**src/rtl/frame_rasterizer_if.sv**
```systemverilog
// Command and pixel-write bundle between the draw logic, the rasterizer and the VGA write port.
// slave = rasterizer side, master = draw logic / frame buffer side.
interface frame_rasterizer_if #(
    parameter int COOR_WIDTH = 11,
    parameter int IDX_W      = 2
);
    logic                  cmd_valid;
    logic                  cmd_ready;
    logic [IDX_W-1:0]      cmd_index;
    logic [COOR_WIDTH-1:0] cmd_x0;
    logic [COOR_WIDTH-1:0] cmd_y0;
    logic [COOR_WIDTH-1:0] cmd_x1;
    logic [COOR_WIDTH-1:0] cmd_y1;
    logic [1:0]            cmd_palette;
    logic [COOR_WIDTH-1:0] write_x;
    logic [COOR_WIDTH-1:0] write_y;
    logic [1:0]            write_palette;
    logic                  busy;
    logic                  frame_done;
    logic                  overrun;

    modport master (
        output cmd_valid, cmd_index, cmd_x0, cmd_y0, cmd_x1, cmd_y1, cmd_palette,
        input  cmd_ready, write_x, write_y, write_palette, busy, frame_done, overrun
    );

    modport slave (
        input  cmd_valid, cmd_index, cmd_x0, cmd_y0, cmd_x1, cmd_y1, cmd_palette,
        output cmd_ready, write_x, write_y, write_palette, busy, frame_done, overrun
    );
endinterface

```
**src/rtl/frame_rasterizer.sv**
```systemverilog
// Sweeps the frame once per frame_start pulse, painting a small rectangle table over a background.
// Optional macro RASTER_CHECKER_EN: uncovered pixels show an 8x8 checkerboard for alignment debug.
module frame_rasterizer #(
    parameter int         COOR_WIDTH = 11,
    parameter int         FRAME_W    = 1280,
    parameter int         FRAME_H    = 300,
    parameter int         NUM_RECTS  = 4,
    parameter int         IDX_W      = $clog2(NUM_RECTS),
    parameter logic [1:0] BG_PALETTE = 2'd1
) (
    input  logic                 clk_33m,
    input  logic                 rst_n,
    input  logic                 frame_start,
    frame_rasterizer_if.slave    bus
);
    localparam logic [COOR_WIDTH-1:0] X_LAST = COOR_WIDTH'(FRAME_W - 1);
    localparam logic [COOR_WIDTH-1:0] Y_LAST = COOR_WIDTH'(FRAME_H - 1);

    typedef enum logic [2:0] {
        ST_IDLE  = 3'd0,
        ST_WAIT  = 3'd1,
        ST_LATCH = 3'd2,
        ST_SWEEP = 3'd3,
        ST_DONE  = 3'd4
    } state_t;

    state_t                state_q;
    logic                  fs_q;
    logic [COOR_WIDTH-1:0] cx_q;
    logic [COOR_WIDTH-1:0] cy_q;
    logic                  cmd_ready_q;
    logic [COOR_WIDTH-1:0] write_x_q;
    logic [COOR_WIDTH-1:0] write_y_q;
    logic [1:0]            write_palette_q;
    logic                  busy_q;
    logic                  frame_done_q;
    logic                  overrun_q;

    logic [COOR_WIDTH-1:0] sh_x0_q  [NUM_RECTS];
    logic [COOR_WIDTH-1:0] sh_y0_q  [NUM_RECTS];
    logic [COOR_WIDTH-1:0] sh_x1_q  [NUM_RECTS];
    logic [COOR_WIDTH-1:0] sh_y1_q  [NUM_RECTS];
    logic [1:0]            sh_pal_q [NUM_RECTS];
    logic [COOR_WIDTH-1:0] act_x0_q  [NUM_RECTS];
    logic [COOR_WIDTH-1:0] act_y0_q  [NUM_RECTS];
    logic [COOR_WIDTH-1:0] act_x1_q  [NUM_RECTS];
    logic [COOR_WIDTH-1:0] act_y1_q  [NUM_RECTS];
    logic [1:0]            act_pal_q [NUM_RECTS];

    logic                  rise_s;
    logic                  fall_s;
    logic                  cmd_accept_s;
    logic [1:0]            bg_s;
    logic [1:0]            pix_s;

    assign rise_s       = frame_start & ~fs_q;
    assign fall_s       = ~frame_start & fs_q;
    assign cmd_accept_s = bus.cmd_valid & cmd_ready_q;

    // Background colour for the pixel currently addressed by the counters.
    always_comb begin
        bg_s = BG_PALETTE;
`ifdef RASTER_CHECKER_EN
        bg_s = (cx_q[3] ^ cy_q[3]) ? 2'd2 : BG_PALETTE;
`else
        bg_s = BG_PALETTE;
`endif
    end

    // Rectangle hit test; later entries overwrite earlier ones so the highest index wins.
    always_comb begin
        pix_s = bg_s;
        for (int i = 0; i < NUM_RECTS; i++) begin
            pix_s = ((act_pal_q[i] != 2'd0) &&
                     (cx_q >= act_x0_q[i]) && (cx_q < act_x1_q[i]) &&
                     (cy_q >= act_y0_q[i]) && (cy_q < act_y1_q[i])) ? act_pal_q[i] : pix_s;
        end
    end

    // Frame FSM, rectangle tables, sweep counters and registered outputs.
    always_ff @(posedge clk_33m or negedge rst_n) begin
        if (!rst_n) begin
            state_q         <= ST_IDLE;
            fs_q            <= 1'b0;
            cx_q            <= '0;
            cy_q            <= '0;
            cmd_ready_q     <= 1'b1;
            write_x_q       <= '0;
            write_y_q       <= '0;
            write_palette_q <= 2'd0;
            busy_q          <= 1'b0;
            frame_done_q    <= 1'b0;
            overrun_q       <= 1'b0;
            for (int i = 0; i < NUM_RECTS; i++) begin
                sh_x0_q[i]   <= '0;
                sh_y0_q[i]   <= '0;
                sh_x1_q[i]   <= '0;
                sh_y1_q[i]   <= '0;
                sh_pal_q[i]  <= 2'd0;
                act_x0_q[i]  <= '0;
                act_y0_q[i]  <= '0;
                act_x1_q[i]  <= '0;
                act_y1_q[i]  <= '0;
                act_pal_q[i] <= 2'd0;
            end
        end else begin
            fs_q            <= frame_start;
            write_palette_q <= 2'd0;
            frame_done_q    <= 1'b0;

            if (cmd_accept_s) begin
                sh_x0_q[bus.cmd_index]  <= bus.cmd_x0;
                sh_y0_q[bus.cmd_index]  <= bus.cmd_y0;
                sh_x1_q[bus.cmd_index]  <= bus.cmd_x1;
                sh_y1_q[bus.cmd_index]  <= bus.cmd_y1;
                sh_pal_q[bus.cmd_index] <= bus.cmd_palette;
            end else begin
                sh_pal_q <= sh_pal_q;
            end

            case (state_q)
                ST_IDLE: begin
                    if (rise_s) begin
                        state_q <= ST_WAIT;
                        busy_q  <= 1'b1;
                    end else begin
                        state_q <= ST_IDLE;
                    end
                end
                ST_WAIT: begin
                    // The VGA block gates writes while frame_start is high, so hold off until it drops.
                    if (fall_s) begin
                        state_q     <= ST_LATCH;
                        cmd_ready_q <= 1'b0;
                    end else begin
                        state_q <= ST_WAIT;
                    end
                end
                ST_LATCH: begin
                    act_x0_q    <= sh_x0_q;
                    act_y0_q    <= sh_y0_q;
                    act_x1_q    <= sh_x1_q;
                    act_y1_q    <= sh_y1_q;
                    act_pal_q   <= sh_pal_q;
                    cx_q        <= '0;
                    cy_q        <= '0;
                    cmd_ready_q <= 1'b1;
                    state_q     <= ST_SWEEP;
                end
                ST_SWEEP: begin
                    if (rise_s) begin
                        overrun_q <= 1'b1;
                        state_q   <= ST_WAIT;
                    end else begin
                        write_x_q       <= cx_q;
                        write_y_q       <= cy_q;
                        write_palette_q <= pix_s;
                        if (cx_q == X_LAST) begin
                            cx_q <= '0;
                            if (cy_q == Y_LAST) begin
                                cy_q         <= '0;
                                frame_done_q <= 1'b1;
                                state_q      <= ST_DONE;
                            end else begin
                                cy_q <= cy_q + 1'b1;
                            end
                        end else begin
                            cx_q <= cx_q + 1'b1;
                        end
                    end
                end
                ST_DONE: begin
                    if (rise_s) begin
                        state_q <= ST_WAIT;
                        busy_q  <= 1'b1;
                    end else begin
                        state_q <= ST_IDLE;
                        busy_q  <= 1'b0;
                    end
                end
                default: begin
                    state_q     <= ST_IDLE;
                    busy_q      <= 1'b0;
                    cmd_ready_q <= 1'b1;
                end
            endcase
        end
    end

    assign bus.cmd_ready     = cmd_ready_q;
    assign bus.write_x       = write_x_q;
    assign bus.write_y       = write_y_q;
    assign bus.write_palette = write_palette_q;
    assign bus.busy          = busy_q;
    assign bus.frame_done    = frame_done_q;
    assign bus.overrun       = overrun_q;
endmodule
```
**src/flat_wrapper.sv**
```systemverilog
// flat-port wrapper written by rule: the top's interface ports become plain ports
module frame_rasterizer_flat 
#(
    parameter int         COOR_WIDTH = 11,
    parameter int         FRAME_W    = 1280,
    parameter int         FRAME_H    = 300,
    parameter int         NUM_RECTS  = 4,
    parameter int         IDX_W      = $clog2(NUM_RECTS),
    parameter logic [1:0] BG_PALETTE = 2'd1
)
  (clk_33m, rst_n, frame_start, bus_cmd_valid, bus_cmd_index, bus_cmd_x0, bus_cmd_y0, bus_cmd_x1, bus_cmd_y1, bus_cmd_palette, bus_cmd_ready, bus_write_x, bus_write_y, bus_write_palette, bus_busy, bus_frame_done, bus_overrun);
  frame_rasterizer_if #(.COOR_WIDTH(COOR_WIDTH), .IDX_W(IDX_W)) bus_i ();
  input  logic clk_33m;
  input  logic rst_n;
  input  logic frame_start;
  input wire logic [$bits(bus_i.cmd_valid)-1:0] bus_cmd_valid;
  input wire logic [$bits(bus_i.cmd_index)-1:0] bus_cmd_index;
  input wire logic [$bits(bus_i.cmd_x0)-1:0] bus_cmd_x0;
  input wire logic [$bits(bus_i.cmd_y0)-1:0] bus_cmd_y0;
  input wire logic [$bits(bus_i.cmd_x1)-1:0] bus_cmd_x1;
  input wire logic [$bits(bus_i.cmd_y1)-1:0] bus_cmd_y1;
  input wire logic [$bits(bus_i.cmd_palette)-1:0] bus_cmd_palette;
  output wire logic [$bits(bus_i.cmd_ready)-1:0] bus_cmd_ready;
  output wire logic [$bits(bus_i.write_x)-1:0] bus_write_x;
  output wire logic [$bits(bus_i.write_y)-1:0] bus_write_y;
  output wire logic [$bits(bus_i.write_palette)-1:0] bus_write_palette;
  output wire logic [$bits(bus_i.busy)-1:0] bus_busy;
  output wire logic [$bits(bus_i.frame_done)-1:0] bus_frame_done;
  output wire logic [$bits(bus_i.overrun)-1:0] bus_overrun;
  assign bus_i.cmd_valid = bus_cmd_valid;
  assign bus_i.cmd_index = bus_cmd_index;
  assign bus_i.cmd_x0 = bus_cmd_x0;
  assign bus_i.cmd_y0 = bus_cmd_y0;
  assign bus_i.cmd_x1 = bus_cmd_x1;
  assign bus_i.cmd_y1 = bus_cmd_y1;
  assign bus_i.cmd_palette = bus_cmd_palette;
  assign bus_cmd_ready = bus_i.cmd_ready;
  assign bus_write_x = bus_i.write_x;
  assign bus_write_y = bus_i.write_y;
  assign bus_write_palette = bus_i.write_palette;
  assign bus_busy = bus_i.busy;
  assign bus_frame_done = bus_i.frame_done;
  assign bus_overrun = bus_i.overrun;
  frame_rasterizer #(.COOR_WIDTH(COOR_WIDTH), .FRAME_W(FRAME_W), .FRAME_H(FRAME_H), .NUM_RECTS(NUM_RECTS), .IDX_W(IDX_W), .BG_PALETTE(BG_PALETTE)) u_core (.clk_33m(clk_33m), .rst_n(rst_n), .frame_start(frame_start), .bus(bus_i));
endmodule
```
**config.mk**
```make
export PLATFORM = sky130hd
export DESIGN_NAME = frame_rasterizer_flat
export DESIGN_NICKNAME = d
export VERILOG_FILES = /design/src/rtl/frame_rasterizer_if.sv /design/src/rtl/frame_rasterizer.sv /design/src/flat_wrapper.sv
export SDC_FILE = /design/constraint.sdc
export NUM_CORES = 1
export LEC_CHECK = 0
export ABC_CLOCK_PERIOD_IN_PS = 3910
export CORE_MARGIN = 2
export CORE_UTILIZATION = 45
export CTS_CLUSTER_DIAMETER = 30
export DETAILED_ROUTE_END_ITERATION = 6
export PLACE_DENSITY = 0.71
export SLEW_MARGIN = 40
export SYNTH_ARGS = -nofsm -noshare
export SYNTH_HDL_FRONTEND = slang
export SYNTH_SLANG_ARGS = --single-unit
```
**constraint.sdc**
```tcl
create_clock -name clk_33m -period 3.91 [get_ports clk_33m]
set_clock_uncertainty 0.2 [all_clocks]
set_input_delay 0.782 -clock clk_33m [delete_from_list [all_inputs] [get_ports clk_33m]]
set_output_delay 0.782 -clock clk_33m [all_outputs]
set_load 0.03 [all_outputs]
```
Word level (Yosys, flattened, before mapping)
Index checks and enable logic that the tools add are counted.
W data, S select, Z words.

storage, ports and cells
  flip-flop bits (word level) = 422
  bits of input ports = 52
  logic and storage cells = 162

cells by class
  add/sub/neg operators = 2
  $lt $le $gt $ge = 18
  equality and inequality tests = 12
  muxes and demuxes = 37
  bitwise operators = 9
  reductions and logical operators = 33

operator list
  kind                     number
  $bwmux W44               4
  $ge A11 B11 Y1           8
  $lt A11 B11 Y1           8
  $mux W11                 6
  $pmux W11 S2             2
  $add A11 B1 Y11 const B  2
  $demux W11 S2            1
  $logic_and A1 B1 Y1      17
  $mux W2                  8
  $pmux W3 S4              1
  $reduce_and A2 Y1        6
  $eq A11 B11 Y1 const B   1
  $eq A11 B9 Y1 const B    1
  $reduce_bool A2 Y1       5
  $mux W3                  3
  $bwmux W8                1
  $mux W1                  8
  $eq A3 B2 Y1 const B     2
  $ne A2 B1 Y1 const B     3
  $ne A3 B1 Y1 const B     2
  $reduce_or A3 Y1         2
  $not A1 Y1               5
  $demux W2 S2             1
  $and A1 B1 Y1            3
  11 further kinds         11

Logic depth before layout (Yosys ltp)
  depth in word-level cells = 11
  depth in mapped cells = 11
  gate-level depth less buffers = 11

Worst setup path after synthesis
No wires, ideal clock.

  path type = reg2reg
  start = register u_core.cy_q[4]
  end = register u_core.write_palette_q[0] (netlist: u_core.bus.write_palette[0])
  data arrival time = 2.371 ns
  data required time = 3.575 ns
  path slack = 1.204 ns
  stages on the path, launching flop included = 11
  buffers on the path = 0
  clock period less this slack = 2.706 ns
  cells stage by stage = dfrtp_1 > ha_1 > a211oi_1 > nor2_1 > nor3_1 > o21ai_0 > a221o_1 > nand4_1 > mux2_2 > a211oi_1 > a211oi_1

between the ends
  longest elaborated chain between the ends = 9

ends and longest elaborated chain
  element                   line                     text
  start: declaration        frame_rasterizer.sv:30   logic [COOR_WIDTH-1:0] cy_q;
  start signal: assignment  frame_rasterizer.sv:165  cy_q <= cy_q + 1'b1;
  $ge A11 B11 Y1            frame_rasterizer.sv:76   (cy_q >= act_y0_q[i]) && (cy_q < act_y1_q[i])) ? act_pal_q[i] : pix_s;
  $logic_and A1 B1 Y1       frame_rasterizer.sv:75   (cx_q >= act_x0_q[i]) && (cx_q < act_x1_q[i]) &&
  $logic_and A1 B1 Y1       frame_rasterizer.sv:76
  $mux W2 (3 in a row)      frame_rasterizer.sv:76
  $mux W2 (*)               frame_rasterizer.sv:76
  $mux W2 (*)               frame_rasterizer.sv:151  if (rise_s) begin
  $mux W2 (*)               frame_rasterizer.sv:121  case (state_q)
  end signal: assignment    frame_rasterizer.sv:157  write_palette_q <= pix_s;
  end: declaration          frame_rasterizer.sv:34   logic [1:0] write_palette_q;

Every way passes the cells marked *; elsewhere a longest branch is shown, timed or not.
A chain may end at the register's enable or synchronous reset.

Final worst setup path
  start = register u_core.cx_q[0]
  end = register u_core.write_palette_q[1] (netlist: u_core.bus.write_palette[1])

between the ends
  longest elaborated chain between the ends = 11

ends and longest elaborated chain
  element                           line                     text
  start: declaration                frame_rasterizer.sv:29   logic [COOR_WIDTH-1:0] cx_q;
  start signal: assignment          frame_rasterizer.sv:168  cx_q <= cx_q + 1'b1;
  $ge A11 B11 Y1                    frame_rasterizer.sv:75
  $logic_and A1 B1 Y1               frame_rasterizer.sv:74   pix_s = ((act_pal_q[i] != 2'd0) &&
  $logic_and A1 B1 Y1 (2 in a row)  frame_rasterizer.sv:75
  $logic_and A1 B1 Y1               frame_rasterizer.sv:76
  $mux W2 (3 in a row)              frame_rasterizer.sv:76
  $mux W2 (*)                       frame_rasterizer.sv:76
  $mux W2 (*)                       frame_rasterizer.sv:151
  $mux W2 (*)                       frame_rasterizer.sv:121

Marked as above.

==> flow_metrics.env <==
export IMPL_powerDensity_nw_per_um2=811
export IMPL_cts_setup_buffers=0
export IMPL_max_cap_violations=0
export IMPL_start_util=0.457
export IMPL_dr_pass1_iters=5
export IMPL_cts_buffer_depth=3
export IMPL_wl_per_cell_um=19.9
export IMPL_core_area_um2=43200
export IMPL_cp_start_kind="flop"
export IMPL_synth_warnings=0
export IMPL_critPathMaxFanout=8
export IMPL_drv_slew=0
export IMPL_r2r_start="u_core.cx_q[0]"
export IMPL_cts_tree="done"
export IMPL_nets=2148
export IMPL_clkSinkCount=422
export IMPL_syn_area_um2=19700
export IMPL_final_antenna_net_count=0
export IMPL_setup_ws_ns=0.654
export IMPL_place_hpwl_mm=34.3
export IMPL_port_buffers=79
export IMPL_period_needed_ns=3.26
export IMPL_endpoint_kind="flop"
export IMPL_grt_pass1_wl_mm=81.5
export IMPL_yosysUniqueCellTypes=57
export IMPL_post_route_util=0.563
export IMPL_synth_edf_count=0
export IMPL_drt_iter0_drc=1065
export IMPL_leakagePower_nw=11.4
export IMPL_setup_tns_ns=0
export IMPL_syn_avg_cell_area_um2=11.0
export IMPL_hold_viol=0
export IMPL_htreeDepth=3
export IMPL_p_int_w=0.0132
export IMPL_final_cell_mix="421 x dfrtp_1, 263 x nand2_1, 222 x o21ai_0"
export IMPL_total_power_w=0.0197
export IMPL_timing_slew_headroom=0.502
export IMPL_grt_pass1_vias=14600
export IMPL_irDropWorstVdd_v=0.000461
export IMPL_clock_power_share=0.367
export IMPL_crit_required_ns=4.25
export IMPL_crit_start="u_core.cx_q[0]"
export IMPL_grt_usage=0.234
export IMPL_antenna_found_initial=0
export IMPL_drive_gt1_frac=0.197
export IMPL_syn2layout_area_growth_pct=23.2
export IMPL_grt_remaining_overflow=0
export IMPL_cts_buffers=83
export IMPL_synth_nets=2015
export IMPL_swShare=0.330
export IMPL_wl_mm=51.4
export IMPL_status="finished clean"
export IMPL_die_y_um=213
export IMPL_crit_end="u_core.bus.write_palette[1]"
export IMPL_ys_seq_area_frac=0.535
export IMPL_holdCritPathClass="reg -> reg"
export IMPL_power_switching_w=0.00651
export IMPL_synth_seq_cells=422
export IMPL_die_area_um2=45500
export IMPL_worst_pin_slew_ns=0.747
export IMPL_clk_latency_ns=0.61
export IMPL_fmax_ghz=0.307
export IMPL_seqPwrFrac=0.358
export IMPL_worstPathArrival_ns=3.59
export IMPL_netlist_instances=1793
export IMPL_gp_congestion=0.906
export IMPL_cts_root_buf="clkbuf_16"
export IMPL_grt_max_degree=181
export IMPL_rsz0062_at_grt="false"
export IMPL_post_route_drc_count=0
export IMPL_async_flop_share=1.00
export IMPL_fin_crit_sh=0.833
export IMPL_setup_viol=0
export IMPL_die_x_um=213
export IMPL_antennaDiodeCount=0
export IMPL_io_pins=80
export IMPL_vias=13900
export IMPL_clkTransAtPathRegs_ns=0.05
export IMPL_critPathKind="reg -> reg"
export IMPL_ff2ff_setup_slack_ns=0.65
export IMPL_via_per_inst=5.40
export IMPL_rows=76
export IMPL_hold_ws_ns=0.273
export IMPL_reg2reg_to="u_core.bus.write_palette[1]"
export IMPL_r2r_worst_path_cells=10
export IMPL_combPwrFrac=0.275
export IMPL_mostFrequentLayoutCell="dfrtp_1"
export IMPL_dp_worst_setup_slack_ns=0.684
export IMPL_ys_flop_type="dfrtp_1"
## synth_stat cells (14+ instances only)
master	instances	area (um2)
clkbuf_1	56	210
inv_1	174	653
nand3_1	23	115
a21o_1	25	188
nor2_1	36	135
nand2b_1	14	87.6
dfrtp_1	421	10500
o21ai_0	222	1110
a21oi_1	49	245
a211oi_1	16	120
nand2_1	264	991
ha_1	170	2130
mux2_2	204	2300
## worst min path at each step
stage | to | start | cells past startpoint
floorplan | u_core.act_pal_q[0] | u_core.sh_pal_q[0] | 2
global placement | u_core.act_y1_q[12] | u_core.sh_y1_q[12] | 2
detailed placement | u_core.act_x0_q[9] | u_core.sh_x0_q[9] | 2
CTS | u_core.act_x0_q[9] | u_core.sh_x0_q[9] | 2
global route | u_core.act_x0_q[9] | u_core.sh_x0_q[9] | 2
finish | u_core.act_y0_q[16] | u_core.sh_y0_q[16] | 2
## worst max-delay path: stages, from the launching register on
cell and delay (ns):
dfrtp_1 0.50, inv_1 0.23, ha_1 0.32, nand2b_1 0.09, a211oi_1 0.07, nor3_1 0.20, o221ai_1 0.25, a22o_1 0.27
or4_1 0.48, o41ai_1 0.44, a21o_1 0.13
## final cells by class
type,instances,area (um2)
fill,3567,18900
sequential,422,10600
multi-input combinational,1134,8280
clock buffer,100,2240
timing repair buffer,111,1160
tap,585,732
clock inverter,54,667
inverter,174,653
## cells by family (layout without fill, tap and decap cells)
| logic type | Yosys count | count (layout) | synth area share |
|---|---|---|---|
| flops | 422 | 422 | 0.535 |
| simple gates | 401 | 401 | 0.0898 |
| mux | 204 | 204 | 0.116 |
| xor+xnor | 6 | 6 | 0.00266 |
| buf+inv | 237 | 439 | 0.0455 |
| compound gates | 352 | 352 | 0.102 |
| fa+ha+maj | 171 | 171 | 0.108 |
## flip-flops by register name, indices dropped and copies added, names as in the netlist, 44 cells and up
| signal | cells |
|---|---|
| u_core.sh_x0_q | 44 |
| u_core.sh_y1_q | 44 |
| u_core.act_y1_q | 44 |
| u_core.act_x1_q | 44 |
| u_core.act_y0_q | 44 |
| u_core.sh_x1_q | 44 |
| u_core.sh_y0_q | 44 |
| u_core.act_x0_q | 44 |
## per-layer routing
metal | up-vias | share of wire | global-route usage
met4 | 0 | 0.033 | 0.0972
met3 | 117 | 0.051 | 0.0439
met5 | - | 0 | 0
met1 | 6954 | 0.43 | 0.304
met2 | 404 | 0.49 | 0.385
li1 | 6453 | - | -
## stage by stage
| step | cells | cell area (um2) |
|---|---|---|
| after floorplan | 1793 | 19700 |
| after global placement | 2425 | 21400 |
| after detailed placement | 2425 | 21400 |
| after CTS | 2580 | 24300 |
| after global routing | 2580 | 24300 |
| final | 2580 | 24300 |
## repair_timing
action                     in CTS  in global routing
setup endpoints to repair       0                  0
hold endpoints to repair       53                  0
gates resized for setup         0                  0
hold buffers                    1                  0
## power by group through the flow
stage / clock network (W) / logic [W] / registers, W
6_report: 0.00724 / 0.00541 / 0.00706
3_3_place_gp: 0 / 0.00510 / 0.00699
5_1_grt: 0.00755 / 0.00607 / 0.00725
3_5_place_dp: 0 / 0.00531 / 0.00707
4_1_cts: 0.00733 / 0.00543 / 0.00705
2_1_floorplan: 0 / 0.00369 / 0.00688
No activity file was read; power rests on OpenSTA's default activity.
